$ cat config.mk
export PLATFORM = sky130hd
export DESIGN_NAME = serial_adder
export DESIGN_NICKNAME = d
export VERILOG_FILES = /design/src/rtl/serial_adder.sv
export SDC_FILE = /design/constraint.sdc
export NUM_CORES = 1
export LEC_CHECK = 0
export ABC_AREA = 1
export BUFFER_PORTS_ARGS = -buffer_cell sky130_fd_sc_hd__clkbuf_2
export CORE_AREA = 2 2 63 65
export CTS_CLUSTER_SIZE = 20
export DETAILED_ROUTE_END_ITERATION = 10
export DIE_AREA = 0 0 65 67
export PLACE_DENSITY = 0.71
export SYNTH_ARGS = -nofsm -noshare
export SYNTH_HDL_FRONTEND = slang
export SYNTH_SLANG_ARGS = --single-unit
$ cat constraint.sdc
create_clock -name clk -period 1.2 [get_ports clk]
set_input_delay 0.06 -clock clk [delete_from_list [all_inputs] [get_ports clk]]
set_output_delay 0.06 -clock clk [all_outputs]
set_load 0.01 [all_outputs]
$ cat src/rtl/serial_adder.sv
// Bit-serial add/subtract unit: one full-adder slice, LSB first, WIDTH+1 cycles per operation.
// Subtraction is only built when SERIAL_ADDER_SUB_EN is defined; otherwise `sub` is ignored.
module serial_adder #(
    parameter int unsigned WIDTH = 8
) (
    input  logic             clk,
    input  logic             rst,
    input  logic             start,
    input  logic             sub,
    input  logic [WIDTH-1:0] a,
    input  logic [WIDTH-1:0] b,
    output logic             busy,
    output logic             done,
    output logic [WIDTH-1:0] result,
    output logic             cout,
    output logic             ovf,
    output logic             zero
);

    localparam int unsigned CNT_W = $clog2(WIDTH + 1);

    typedef enum logic [1:0] {
        ST_IDLE,
        ST_RUN,
        ST_DONE
    } state_t;

    state_t             state_q, state_d;
    logic [WIDTH-1:0]   a_sh_q, a_sh_d;
    logic [WIDTH-1:0]   b_sh_q, b_sh_d;
    logic [WIDTH-1:0]   s_sh_q, s_sh_d;
    logic               c_q, c_d;
    logic               c_msb_in_q, c_msb_in_d;
    logic [CNT_W-1:0]   cnt_q, cnt_d;
    logic               busy_q, busy_d;
    logic               done_q, done_d;
    logic [WIDTH-1:0]   result_q, result_d;
    logic               cout_q, cout_d;
    logic               ovf_q, ovf_d;
    logic               zero_q, zero_d;

    logic               sub_eff;
    logic               s_bit;
    logic               c_next;
    logic [WIDTH-1:0]   sum_next;

`ifdef SERIAL_ADDER_SUB_EN
    assign sub_eff = sub;
`else
    logic sub_unused;
    assign sub_unused = sub;
    assign sub_eff    = 1'b0;
`endif

    // The single full-adder slice
    assign s_bit    = a_sh_q[0] ^ b_sh_q[0] ^ c_q;
    assign c_next   = (a_sh_q[0] & b_sh_q[0]) | (a_sh_q[0] & c_q) | (b_sh_q[0] & c_q);
    assign sum_next = {s_bit, s_sh_q[WIDTH-1:1]};

    always_comb begin
        state_d    = state_q;
        a_sh_d     = a_sh_q;
        b_sh_d     = b_sh_q;
        s_sh_d     = s_sh_q;
        c_d        = c_q;
        c_msb_in_d = c_msb_in_q;
        cnt_d      = cnt_q;
        busy_d     = 1'b0;
        done_d     = 1'b0;
        result_d   = result_q;
        cout_d     = cout_q;
        ovf_d      = ovf_q;
        zero_d     = zero_q;

        case (state_q)
            ST_IDLE, ST_DONE: begin
                state_d = ST_IDLE;
                if (start) begin
                    a_sh_d  = a;
                    b_sh_d  = sub_eff ? ~b : b;
                    c_d     = sub_eff;
                    cnt_d   = '0;
                    state_d = ST_RUN;
                    busy_d  = 1'b1;
                end
            end
            ST_RUN: begin
                c_d    = c_next;
                s_sh_d = sum_next;
                a_sh_d = a_sh_q >> 1;
                b_sh_d = b_sh_q >> 1;
                cnt_d  = cnt_q + CNT_W'(1);
                busy_d = 1'b1;
                // MSB slice: capture carry-in for overflow and publish the result
                if (cnt_q == CNT_W'(WIDTH - 1)) begin
                    c_msb_in_d = c_q;
                    state_d    = ST_DONE;
                    busy_d     = 1'b0;
                    done_d     = 1'b1;
                    result_d   = sum_next;
                    cout_d     = c_next;
                    ovf_d      = c_msb_in_d ^ c_next;
                    zero_d     = (sum_next == '0);
                end
            end
            default: state_d = ST_IDLE;
        endcase
    end

    always_ff @(posedge clk) begin
        if (rst) begin
            state_q    <= ST_IDLE;
            a_sh_q     <= '0;
            b_sh_q     <= '0;
            s_sh_q     <= '0;
            c_q        <= 1'b0;
            c_msb_in_q <= 1'b0;
            cnt_q      <= '0;
            busy_q     <= 1'b0;
            done_q     <= 1'b0;
            result_q   <= '0;
            cout_q     <= 1'b0;
            ovf_q      <= 1'b0;
            zero_q     <= 1'b0;
        end else begin
            state_q    <= state_d;
            a_sh_q     <= a_sh_d;
            b_sh_q     <= b_sh_d;
            s_sh_q     <= s_sh_d;
            c_q        <= c_d;
            c_msb_in_q <= c_msb_in_d;
            cnt_q      <= cnt_d;
            busy_q     <= busy_d;
            done_q     <= done_d;
            result_q   <= result_d;
            cout_q     <= cout_d;
            ovf_q      <= ovf_d;
            zero_q     <= zero_d;
        end
    end

    assign busy   = busy_q;
    assign done   = done_q;
    assign result = result_q;
    assign cout   = cout_q;
    assign ovf    = ovf_q;
    assign zero   = zero_q;

endmodule

* Word level (Yosys, flattened, before mapping)
Cells that the tools add are included.
** Word-level totals
- Latch bits :: 0
- Input port bits :: 20
- Memories :: 0
- Output and inout bits :: 13
- Register bits after elaboration :: 44
- Bits in writable memories :: 0
- Bits in read-only memories :: 0
- Word-level logic and storage cells :: 49
** Cells by class
- Mux-type cells :: 15
- $add $sub $neg :: 1
- Shifts and indexed selects :: 0
- $mul :: 0
- Reduce and logical (&&, ||, !) cells :: 7
- Div/mod/pow operators :: 0
- Eq/ne operators :: 5
- Bitwise gates (word level) :: 9
- $lt $le $gt $ge :: 0
** Operators by type and width (count)
- $pmux W8 S2 :: 2
- $mux W8 :: 2
- $logic_not A8 Y1 :: 1
- $pmux W4 S2 :: 1
- $mux W1 :: 5
- $add A4 B1 Y4 const B :: 1
- $eq A4 B3 Y1 const B :: 1
- $mux W4 :: 1
- $ne A2 B2 Y1 const B :: 2
- $pmux W1 S2 :: 2
- $pmux W2 S2 :: 1
- $reduce_and A2 Y1 :: 2
- $reduce_or A2 Y1 :: 2
- $and A1 B1 Y1 :: 3
- $xor A1 B1 Y1 :: 3
- $eq A2 B1 Y1 const B :: 1
- $eq A2 B2 Y1 const B :: 1
- $logic_not A2 Y1 :: 1
- $mux W2 :: 1
- $or A1 B1 Y1 :: 2
- $reduce_bool A2 Y1 :: 1
- $not A1 Y1 :: 1

* Depth between registers and ports, before layout
Gate-level depths: netlist of the first run.
- Depth after elaboration :: 4
- Depth in mapped cells :: 8
- Depth with buffers taken out :: 8

* Worst setup path before layout of the first run
Ideal clock, no wire load.
- Path type :: register to register
- Start point :: register a_sh_q[0]
- End point :: register zero_q (netlist: zero)
- Period minus slack after synthesis :: 1.303 ns
- Stages on the path, launching flop included :: 9
- Data arrival time :: 1.239 ns
- Setup slack :: -0.103 ns
- Setup time :: 0.064 ns
- Path buffers :: 0
- Required time :: 1.136 ns
- Cells stage by stage :: dfxtp_1 -> inv_1 -> fa_1 -> nand2_1 -> nor2_1 -> nand2_1 -> nand2_1 -> nand2_1 -> nor2_1
** On the way
- Word-level cells in the longest chain between the ends :: 3
** Ends and longest elaborated chain
- start: declaration :: RTL line 29 : logic [WIDTH-1:0] a_sh_q, a_sh_d;
- start signal: assignment :: RTL line 127 : a_sh_q <= a_sh_d;
- $xor A1 B1 Y1 (2 in a row) :: RTL line 56 : assign s_bit = a_sh_q[0] ^ b_sh_q[0] ^ c_q;
- $logic_not A8 Y1 :: RTL line 103 : zero_d = (sum_next == '0);
- end signal: assignment :: RTL line 138 : zero_q <= zero_d;
- end: declaration :: RTL line 40 : logic zero_q, zero_d;
No other way between the ends.
A chain may end at the register's enable or synchronous reset.

* Worst setup path after layout of the first run
Same ends and word-level chain as after synthesis.

==> metrics.csv, run 1 <==
metric,value,unit
path_common_cell,sky130_fd_sc_hd__nand2_1,
final_critical_path_setup_slack,-0.147,ns
grt_first_pass_wirelength,5870,µm
dr.first_iter.drc_count,61,
hold_ws,0.0648,ns
report.final.slew_viol_count,0,
level_count_of_the_clock_h_tree,2,
place_inst,315,
final.period_utilization,112,%
max_slew.worst_pin.slew,0.241,ns
detail_route.wl_per_cell,10.3,µm
detailedPlace.worstSlack,-0.157,ns
syn_nets,250,
post_synthesis_to_final_layout_area_growth,31.0,%
ctsRootBufferMaster,sky130_fd_sc_hd__clkbuf_8,
max-cap-violations,0,
finClkSkew,0.00588,ns
detailedPlacementHpwl,2350,µm
finalSetupViolations,7,
cpMaxStageDelayCell,sky130_fd_sc_hd__fa_2,
worstPathCellList,"inv_2, fa_2, nand2_1, nor2_1, nand2_1, nand2_1, nand2_1, nor2_1",
horizontal_die_dimension,65,µm
floorplan.die.height,67,µm
num_vias,1537,
initial_antenna_violation_count,0,
critPathCaptureType,flop,
avgViaCountPerCell,4.69,
cts.sinks,43,
antenna_diode_count,0,
final_period_minus_worst_setup_slack,1.35,ns
clk_slew_on_worst_s_h_paths,0.08,ns
status,finished with violations,
yosys_register_bits,43,
clock_latency,0.29,ns
finalNonFillerCells,328,
number_of_global_route_vias_before_repair,1388,
yosys_warnings,0,
floorplan.die_area,0.00436,mm²
cp_max_fo,2,
drt_pre_antenna_iters,4,
worst-endpoint-required,1.44,ns
post_synth_instance_area,0.00169,mm²
timing_worst_setup_path_type,flop to flop,
postSynthAreaPerCell,7.41,µm²
vdd.ir_drop.worst,0.000814,V
seq_area_frac_synth,51.0,%
final_cell_mix,"sky130_fd_sc_hd__nand2_1 (62), sky130_fd_sc_hd__dfxtp_1 (38), sky130_fd_sc_hd__clkbuf_2 (31)",
clock_tree_from_tritoncts,built,
leakage_power_summed_over_all_cells,0.00104,µW
rsz0062_at_grt,true,
violations,negative setup slack,
pwr_density_cell,1370,mW/mm²
drc_errors_left,0,
grt_util_all_layers,17.6,%
tritoncts.num_buffers,5,
worst_hold_path_type,primary input to flop,
antenna_left,0,
nNetsFinal,301,
drive_gt1_share,30.0,%
largest_net_degree_at_the_start_of_global_routing,22,
netlist-cell-type-count,21,
ioPinCount,33,
wirelength,3380,µm
grt-ovfl-total,0,
finalWeightedCongestion,0.752,
timing.slew.headroom,83.9,%
ctsLongestPathBuffers,2,
floorplan.initialDensity,46.8,%
cp_slowest_stage_delay,0.56,ns
worstPathArrival,1.58,ns
placementRows,22,
timing.final.hold_violations,0,
io_buffer_count,31,
cp-start-kind,flop,
peak_freq,743,MHz
layout_commonest_cell,sky130_fd_sc_hd__nand2_1,
core,0.00361,mm²
netlist_instances,228,
-- where the power goes --
group / leakage [µW] / total [µW] / switching (µW) / internal (µW)
sequential: 0.000353 / 1530 / 35.9 / 1500
clock: 0.0000612 / 1140 / 472 / 673
combinational: 0.000625 / 360 / 210 / 150
-- cell families after synthesis --
logic type	after synthesis	synth area share [%]
DFF	43	51.0
buffers and inverters	29	7.18
and+or+nand+nor	104	24.6
xor gates and xnor gates	1	0.519
AOI/OAI and AO/OA	49	14.8
adders and majority gates	2	1.93
-- what timing repair did --
action | in CTS | in global routing
hold buffers | 2 | 0
pin swaps | 8 | 1
setup endpoints to repair | 13 | 18
resized for setup | 14 | 9
endpoints found under the hold margin | 2 | 0
buffers inserted | 1 | 1
gates cloned | 0 | 1
-- layer usage --
layer | GRT usage [%] | part of all wire, %
met1 | 20.7 | 46
met4 | 7.45 | 1.6
met2 | 29.0 | 48
met5 | 0 | 0
met3 | 6.08 | 4.9
-- flip-flops by register name (all words and copies together) (netlist names) --
register,cells
ovf,1
a_sh_q,8
done,1
cnt_q,4
state_q,2
b_sh_q,8
cout,1
s_sh_q,7
result,8
busy,1
zero,1
c_q,1
-- through the flow --
stage,TNS (ns),utilization (%),power (µW),instance area (µm²)
final,-0.317,61.3,3040,2210
after global routing,-1.72,61.3,3200,2210
after CTS,-0.285,60.4,3050,2180
after detailed placement,-0.789,55.3,1890,1990
after global placement,-0.594,55.3,1890,1990
after floorplan,-0.189,-,1780,1690
-- worst max-delay path, delay by kind of cell, from the launching register on --
family	cells	cell delay, ns
adder cells (fa/ha/maj)	1	0.56
buffers and inverters	1	0.04
AND/OR/NAND/NOR	6	0.33
flip-flops	1	0.34
-- cell type report --
type                            instances  area, µm²
Clock buffer                            6       82.6
Clock inverter                          2       35.0
Fill cell                             354       1390
Inverter                               19       76.3
Multi-Input combinational cell        156        752
Sequential cell                        43        867
Tap cell                               48       60.1
Timing Repair Buffer                   53        333
Timing Repair inverter                  1       6.26
-- cell usage after synthesis (all sizes together) --
library cell,n,area share (%)
a211oi,2,0.89
a21oi,28,8.3
buf,7,2.3
clkbuf,3,0.67
dfxtp,43,51
fa,1,1.2
ha,1,0.74
inv,19,4.2
nand2,66,15
nand3,8,2.4
nor2,29,7.0
o21ai,19,5.6
or2,1,0.37
xnor2,1,0.52
-- worst paths after layout --
kind                                start        end  slack (ns)  cells past startpoint
worst max-delay path            a_sh_q[0]       zero       -0.15                      8
worst min-delay path                 b[3]  b_sh_q[3]        0.06                      5
worst max register to register  a_sh_q[0]       zero       -0.15                      8
worst min register to register  a_sh_q[7]  a_sh_q[7]        0.46                      2
Note: power is estimated with default switching activity, not from simulation.
==> run 2: changes to the inputs <==
--- a/config.mk
+++ b/config.mk
@@ -7,11 +7,11 @@
 export LEC_CHECK = 0
 export ABC_AREA = 1
 export BUFFER_PORTS_ARGS = -buffer_cell sky130_fd_sc_hd__clkbuf_2
-export CORE_AREA = 2 2 63 65
+export CORE_AREA = 2 2 60 62
 export CTS_CLUSTER_SIZE = 20
 export DETAILED_ROUTE_END_ITERATION = 10
-export DIE_AREA = 0 0 65 67
-export PLACE_DENSITY = 0.71
+export DIE_AREA = 0 0 62 64
+export PLACE_DENSITY = 0.75
 export SYNTH_ARGS = -nofsm -noshare
 export SYNTH_HDL_FRONTEND = slang
 export SYNTH_SLANG_ARGS = --single-unit
==> constraint.sdc (replaced) <==
create_clock -name clk -period 1.4 [get_ports clk]
set_input_delay 0.07 -clock clk [delete_from_list [all_inputs] [get_ports clk]]
set_output_delay 0.07 -clock clk [all_outputs]
set_load 0.01 [all_outputs]
==> run 2 against run 1 <==
Compared with the run above:
- the run now ends clean
- die area fell by 8.9%
- largest power group unchanged
- non-clock buffer count fell by 9
- via count fell by 4.2%
- combinational power fell by 23%
- sequential power fell by 14%
- fmax fell by 3.6%
- clock skew rose by 0.0050 ns
- critical path depth fell by 4
- highest routed layer unchanged
- routed wire length fell by 8.2%
- first-iteration DRC count rose by 1.6%
==> metrics.csv, run 2 (synthesis gave the netlist of run 1 again) <==
metric,value,unit,change
finalSetupViolations,0,,-7
pwr_density_cell,1150,mW/mm²,-16%
wirelength,3110,µm,-8.2%
ctsLongestPathBuffers,2,,unchanged
dr.first_iter.drc_count,62,,+1.6%
n_fill_cell,304,,-14%
grt_first_pass_wirelength,5430,µm,-7.4%
timing.slew.headroom,69.1,%,-15 points
critPathCaptureType,flop,,
drc_errors_left,0,,unchanged
grt_util_all_layers,18.2,%,+0.65 points
final_cell_mix,"sky130_fd_sc_hd__nand2_1 (65), sky130_fd_sc_hd__dfxtp_1 (39), sky130_fd_sc_hd__clkbuf_2 (31)",,
largest_net_degree_at_the_start_of_global_routing,22,,unchanged
cp_top_family,adder cells,,
finClkSkew,0.0109,ns,+0.00501 ns
max-cap-violations,0,,unchanged
clock_tree_from_tritoncts,built,,
cpMaxStageDelayCell,sky130_fd_sc_hd__fa_1,,
floorplan.initialDensity,51.4,%,+4.6 points
clock_latency,0.35,ns,+0.06 ns
antenna_left,0,,unchanged
num_vias,1472,,-4.2%
timing_worst_setup_path_type,flop to flop,,
cp-start-kind,flop,,
final_period_minus_worst_setup_slack,1.40,ns,+0.0499 ns
level_count_of_the_clock_h_tree,2,,unchanged
max_slew.worst_pin.slew,0.463,ns,+0.222 ns
worstPathCellList,"inv_2, fa_1, or2_2, a21oi_1",,
final_critical_path_setup_slack,0.00340,ns,+0.150 ns
grt-ovfl-total,0,,unchanged
detailedPlacementHpwl,2220,µm,-5.5%
final.period_utilization,99.8,%,-12 points
initial_antenna_violation_count,0,,unchanged
ioPinCount,33,,unchanged
vdd.ir_drop.worst,0.000746,V,-8.4%
drt_pre_antenna_iters,4,,unchanged
detail_route.wl_per_cell,9.83,µm,-4.7%
floorplan.die.height,64,µm,-4.5%
tritoncts.num_buffers,5,,unchanged
r2r_cells,4,,-4
avgViaCountPerCell,4.66,,-0.59%
post_synthesis_to_final_layout_area_growth,21.1,%,
status,"finished, final reports clean",,
cp_max_fo,3,,+1
report.final.slew_viol_count,0,,unchanged
cp_slowest_stage_delay,0.47,ns,-0.09 ns
antenna_diode_count,0,,unchanged
worstPathArrival,1.69,ns,+0.11 ns
worst-endpoint-required,1.69,ns,+0.25 ns
rsz0062_at_grt,true,,
nNetsFinal,291,,-3.3%
floorplan.die_area,0.00397,mm²,-8.9%
cp_num_buf_inv,1,,unchanged
timing.final.hold_violations,0,,unchanged
finalWeightedCongestion,0.750,,-0.20%
worst_hold_path_type,primary input to flop,,
placementRows,21,,-4.5%
layout_commonest_cell,sky130_fd_sc_hd__nand2_1,,
number_of_global_route_vias_before_repair,1341,,-3.4%
io_buffer_count,31,,unchanged
horizontal_die_dimension,62,µm,-4.6%
clk_slew_on_worst_s_h_paths,0.12,ns,+0.04 ns
leakage_power_summed_over_all_cells,0.000968,µW,-6.9%
setup-tns-final,0,ns,+0.317 ns
worst_hold_path.num_cells,5,,unchanged
cts.sinks,43,,unchanged
ctsRootBufferMaster,sky130_fd_sc_hd__clkbuf_4,,
core,0.00328,mm²,-8.9%
cp.depth,4,,-4
detailedPlace.worstSlack,-0.00158,ns,+0.156 ns
hold_ws,0.00228,ns,-0.0625 ns
peak_freq,716,MHz,-3.6%
drive_gt1_share,23.7,%,-6.3 points
[run 2: cell type report]
| class | count | area, µm² | share of cell area [%] |
|---|---|---|---|
| Timing Repair Buffer | 44 | 258 | 12.6 |
| Clock buffer | 5 | 37.5 | 1.83 |
| Clock inverter | 3 | 43.8 | 2.14 |
| Multi-Input combinational cell | 156 | 709 | 34.7 |
| Tap cell | 46 | 57.6 | 2.81 |
| Inverter | 19 | 73.8 | 3.61 |
| Sequential cell | 43 | 866 | 42.3 |
[run 2: worst paths after layout]
check | start | end | slack [ns]
max | c_q | c_q | 0.003
min | b[2] | b_sh_q[2] | 0.002
max reg2reg | c_q | c_q | 0.003
min reg2reg | b_sh_q[7] | b_sh_q[7] | 0.47
[run 2: per-stage QoR]
step | util (%) | area [µm²] | std cells | power (µW)
floorplan | - | 1690 | 228 | 1530
global placement | 58.7 | 1930 | 305 | 1600
detailed placement | 58.7 | 1930 | 305 | 1610
CTS | 61.8 | 2030 | 315 | 2380
global route | 62.3 | 2050 | 316 | 2480
finish | 62.3 | 2050 | 316 | 2360
[run 2: worst register-to-register path: cells and delay by family, from the launching register on]
kind            cells  cell delay, ns
fa+ha+maj           1            0.47
flops               1            0.36
simple gates        1            0.31
compound gates      1            0.15
buf+inv             1            0.04
[run 2: what timing repair did]
action	CTS	global route
hold endpoints to repair	2	0
pin swaps	0	2
endpoints found under the setup margin	2	15
buffers inserted	0	1
gates cloned	0	0
gates resized for setup	1	7
hold buffers	2	0
[run 2: per-layer routing]
metal	global-route usage, %	wire [µm]	vias up
met1	21.9	1500	630
met4	9.84	66	0
li1	-	-	802
met5	0	0	-
met2	28.6	1410	31
met3	4.86	128	9
[run 2: power breakdown]
| group | internal [µW] | leakage (µW) | switching [µW] |
|---|---|---|---|
| clock network | 376 | 0.0000452 | 398 |
| registers | 1280 | 0.000353 | 28.1 |
| logic | 110 | 0.000570 | 168 |
==> run 3: changes to the inputs <==
--- a/config.mk
+++ b/config.mk
@@ -7,11 +7,12 @@
 export LEC_CHECK = 0
 export ABC_AREA = 1
 export BUFFER_PORTS_ARGS = -buffer_cell sky130_fd_sc_hd__clkbuf_2
-export CORE_AREA = 2 2 60 62
+export CORE_AREA = 2 2 58 60
+export CTS_BUF_LIST = sky130_fd_sc_hd__clkbuf_4 sky130_fd_sc_hd__clkbuf_8
 export CTS_CLUSTER_SIZE = 20
 export DETAILED_ROUTE_END_ITERATION = 10
-export DIE_AREA = 0 0 62 64
-export PLACE_DENSITY = 0.75
+export DIE_AREA = 0 0 60 62
+export PLACE_DENSITY = 0.79
 export SYNTH_ARGS = -nofsm -noshare
 export SYNTH_HDL_FRONTEND = slang
 export SYNTH_SLANG_ARGS = --single-unit
==> run 3 against run 2 <==
Compared with the run above:
- the flow now finishes with violations (negative setup slack)
- critical endpoint unchanged
- sequential power is essentially flat
- largest cell class unchanged
- global-route usage grew 0.055 points
- total power shrank 9.7%
- non-clock buffer count grew 2
- sequential share of layout area grew 0.11 points
- register-to-register slack lost 0.03 ns
- critical path type unchanged
- highest routed layer unchanged
- worst setup slack lost 0.028 ns
- core utilization grew 1.7 points
==> metrics.csv, run 3 (synthesis gave the netlist of run 1 again) <==
metric,value,unit,change
status,finished with violations,,
violations,negative setup slack,,
antenna_diode_count,0,,unchanged
cp_max_fo,3,,unchanged
ioPinCount,33,,unchanged
finalWeightedCongestion,0.796,,+6.1%
detailedPlace.worstSlack,0.0333,ns,+0.0349 ns
report.final.slew_viol_count,0,,unchanged
finalSetupViolations,1,,+1
vdd.ir_drop.worst,0.000704,V,-5.6%
timing.slew.headroom,74.7,%,+5.6 points
ctsRootBufferMaster,sky130_fd_sc_hd__clkbuf_4,,
floorplan.die_area,0.00372,mm²,-6.3%
intPower,1590,µW,-10%
cp-start-kind,flop,,
leakage_power_summed_over_all_cells,0.000971,µW,+0.36%
grt_first_pass_wirelength,5090,µm,-6.2%
core,0.00318,mm²,-3.2%
post_synthesis_to_final_layout_area_growth,20.4,%,
wirelength,3060,µm,-1.4%
initial_antenna_violation_count,0,,unchanged
worstPathCellList,"inv_2, fa_1, or2_2, a21oi_1",,
cpMaxStageDelayCell,sky130_fd_sc_hd__fa_1,,
timing_worst_setup_path_type,flop to flop,,
worst_hold_path_type,primary input to flop,,
floorplan.die.height,62,µm,-3.1%
cp_slowest_stage_delay,0.49,ns,+0.02 ns
clock_latency,0.33,ns,-0.02 ns
ctsLongestPathBuffers,2,,unchanged
grt-ovfl-total,0,,unchanged
timing.final.hold_violations,0,,unchanged
drive_gt1_share,24.1,%,+0.37 points
drt_pre_antenna_iters,4,,unchanged
net-switching-power,542,µW,-8.8%
clock_tree_from_tritoncts,built,,
worstPathArrival,1.69,ns,about the same
final.period_utilization,102,%,+2.0 points
postLayoutCellArea,0.00203,mm²,-0.55%
detail_route.wl_per_cell,9.69,µm,-1.4%
placementRows,21,,unchanged
max-cap-violations,0,,unchanged
peak_freq,702,MHz,-1.9%
power_frac_clock,25.6,%,-7.1 points
nNetsFinal,293,,+0.69%
clk_slew_on_worst_s_h_paths,0.11,ns,about the same
horizontal_die_dimension,60,µm,-3.2%
final_cell_mix,"sky130_fd_sc_hd__nand2_1 (64), sky130_fd_sc_hd__dfxtp_1 (41), sky130_fd_sc_hd__clkbuf_2 (31)",,
final_critical_path_setup_slack,-0.0243,ns,-0.0278 ns
worst-endpoint-required,1.67,ns,-0.02 ns
critPathCaptureType,flop,,
max_slew.worst_pin.slew,0.379,ns,-0.0835 ns
layout_commonest_cell,sky130_fd_sc_hd__nand2_1,,
tritoncts.num_buffers,5,,unchanged
dr.first_iter.drc_count,65,,+4.8%
cp_num_buf_inv,1,,unchanged
num_vias,1476,,+0.27%
rsz0062_at_grt,true,,
comb_power_share,13.0,%,+1.2 points
level_count_of_the_clock_h_tree,2,,unchanged
pwr_density_cell,1050,mW/mm²,-9.2%
cts.sinks,43,,unchanged
finClkSkew,0.00959,ns,-0.00129 ns
number_of_global_route_vias_before_repair,1254,,-6.5%
largest_net_degree_at_the_start_of_global_routing,22,,unchanged
detailedPlacementHpwl,2200,µm,-0.94%
avgViaCountPerCell,4.67,,+0.27%
io_buffer_count,31,,unchanged
grt_util_all_layers,18.3,%,+0.055 points
placed_cell_area,0.00194,mm²,+0.78%
final_period_minus_worst_setup_slack,1.42,ns,+0.0278 ns
n_fill_cell,285,,-6.3%
p_sw_share,25.4,%,+0.26 points
antenna_left,0,,unchanged
cp_top_family,adder cells,,
p_seq_share,61.4,%,+5.9 points
drc_errors_left,0,,unchanged
floorplan.initialDensity,53.1,%,+1.7 points
## run 3: cell types whose count changed in the layout (fill, tap and decap cells not counted), sizes merged
cell / before / now
buf: 11 / 13
clkinv: 2 / 0
bufinv: 1 / 0
clkbuf: 36 / 37
## run 3: metrics by stage
stage | setup TNS (ns) | instances | power (µW) | hold slack (ns) | utilization, %
final | -0.0243 | 316 | 2130 | 0.0280 | 64.0
after global routing | -0.172 | 316 | 2260 | 0.0345 | 64.0
after CTS | 0 | 315 | 2160 | 0.0209 | 63.1
after detailed placement | 0 | 307 | 1610 | 0.312 | 61.1
after global placement | 0 | 307 | 1600 | 0.307 | 61.1
after floorplan | 0 | 228 | 1530 | 0.218 | -
## run 3: final timing paths
kind | start | endpoint | slack, ns | cells after the start
setup / recovery | c_q | c_q | -0.02 | 4
hold / removal | b[2] | b_sh_q[2] | 0.03 | 5
setup reg to reg | c_q | c_q | -0.02 | 4
hold reg to reg | a_sh_q[7] | a_sh_q[7] | 0.47 | 2
## run 3: final cells by class
class | count | area, µm² | area share [%]
inverter | 19 | 71.3 | 3.51
timing repair buffer | 46 | 273 | 13.4
clock buffer | 6 | 45.0 | 2.21
multi-input combinational | 156 | 724 | 35.6
sequential | 43 | 863 | 42.4
tap | 46 | 57.6 | 2.83
## run 3: repair_timing
action,in CTS,in global routing
buffers inserted,0,1
setup endpoints to repair,0,15
hold endpoints to repair,2,0
hold buffers,2,0
gates resized for setup,0,8
## run 3: per-layer routing
| layer | share of wire (%) | up-vias | GRT usage, % |
|---|---|---|---|
| li1 | - | 806 | - |
| met4 | 0.98 | 0 | 7.30 |
| met2 | 48 | 31 | 29.5 |
| met5 | 0 | - | 0 |
| met1 | 46 | 635 | 22.3 |
| met3 | 4.4 | 4 | 6.63 |
## run 3: power groups by stage
stage,registers (µW),logic [µW],clock network (µW)
after CTS,1310,278,568
after detailed placement,1340,273,0
after global routing,1320,323,621
final,1310,276,547
after floorplan,1330,194,0
after global placement,1340,269,0
## run 3: worst reg2reg max path, stage by stage, from the launching register on
cell and delay [ns]:
sky130_fd_sc_hd__dfxtp_2 0.37, sky130_fd_sc_hd__inv_2 0.04, sky130_fd_sc_hd__fa_1 0.49, sky130_fd_sc_hd__or2_2 0.32, sky130_fd_sc_hd__a21oi_1 0.15
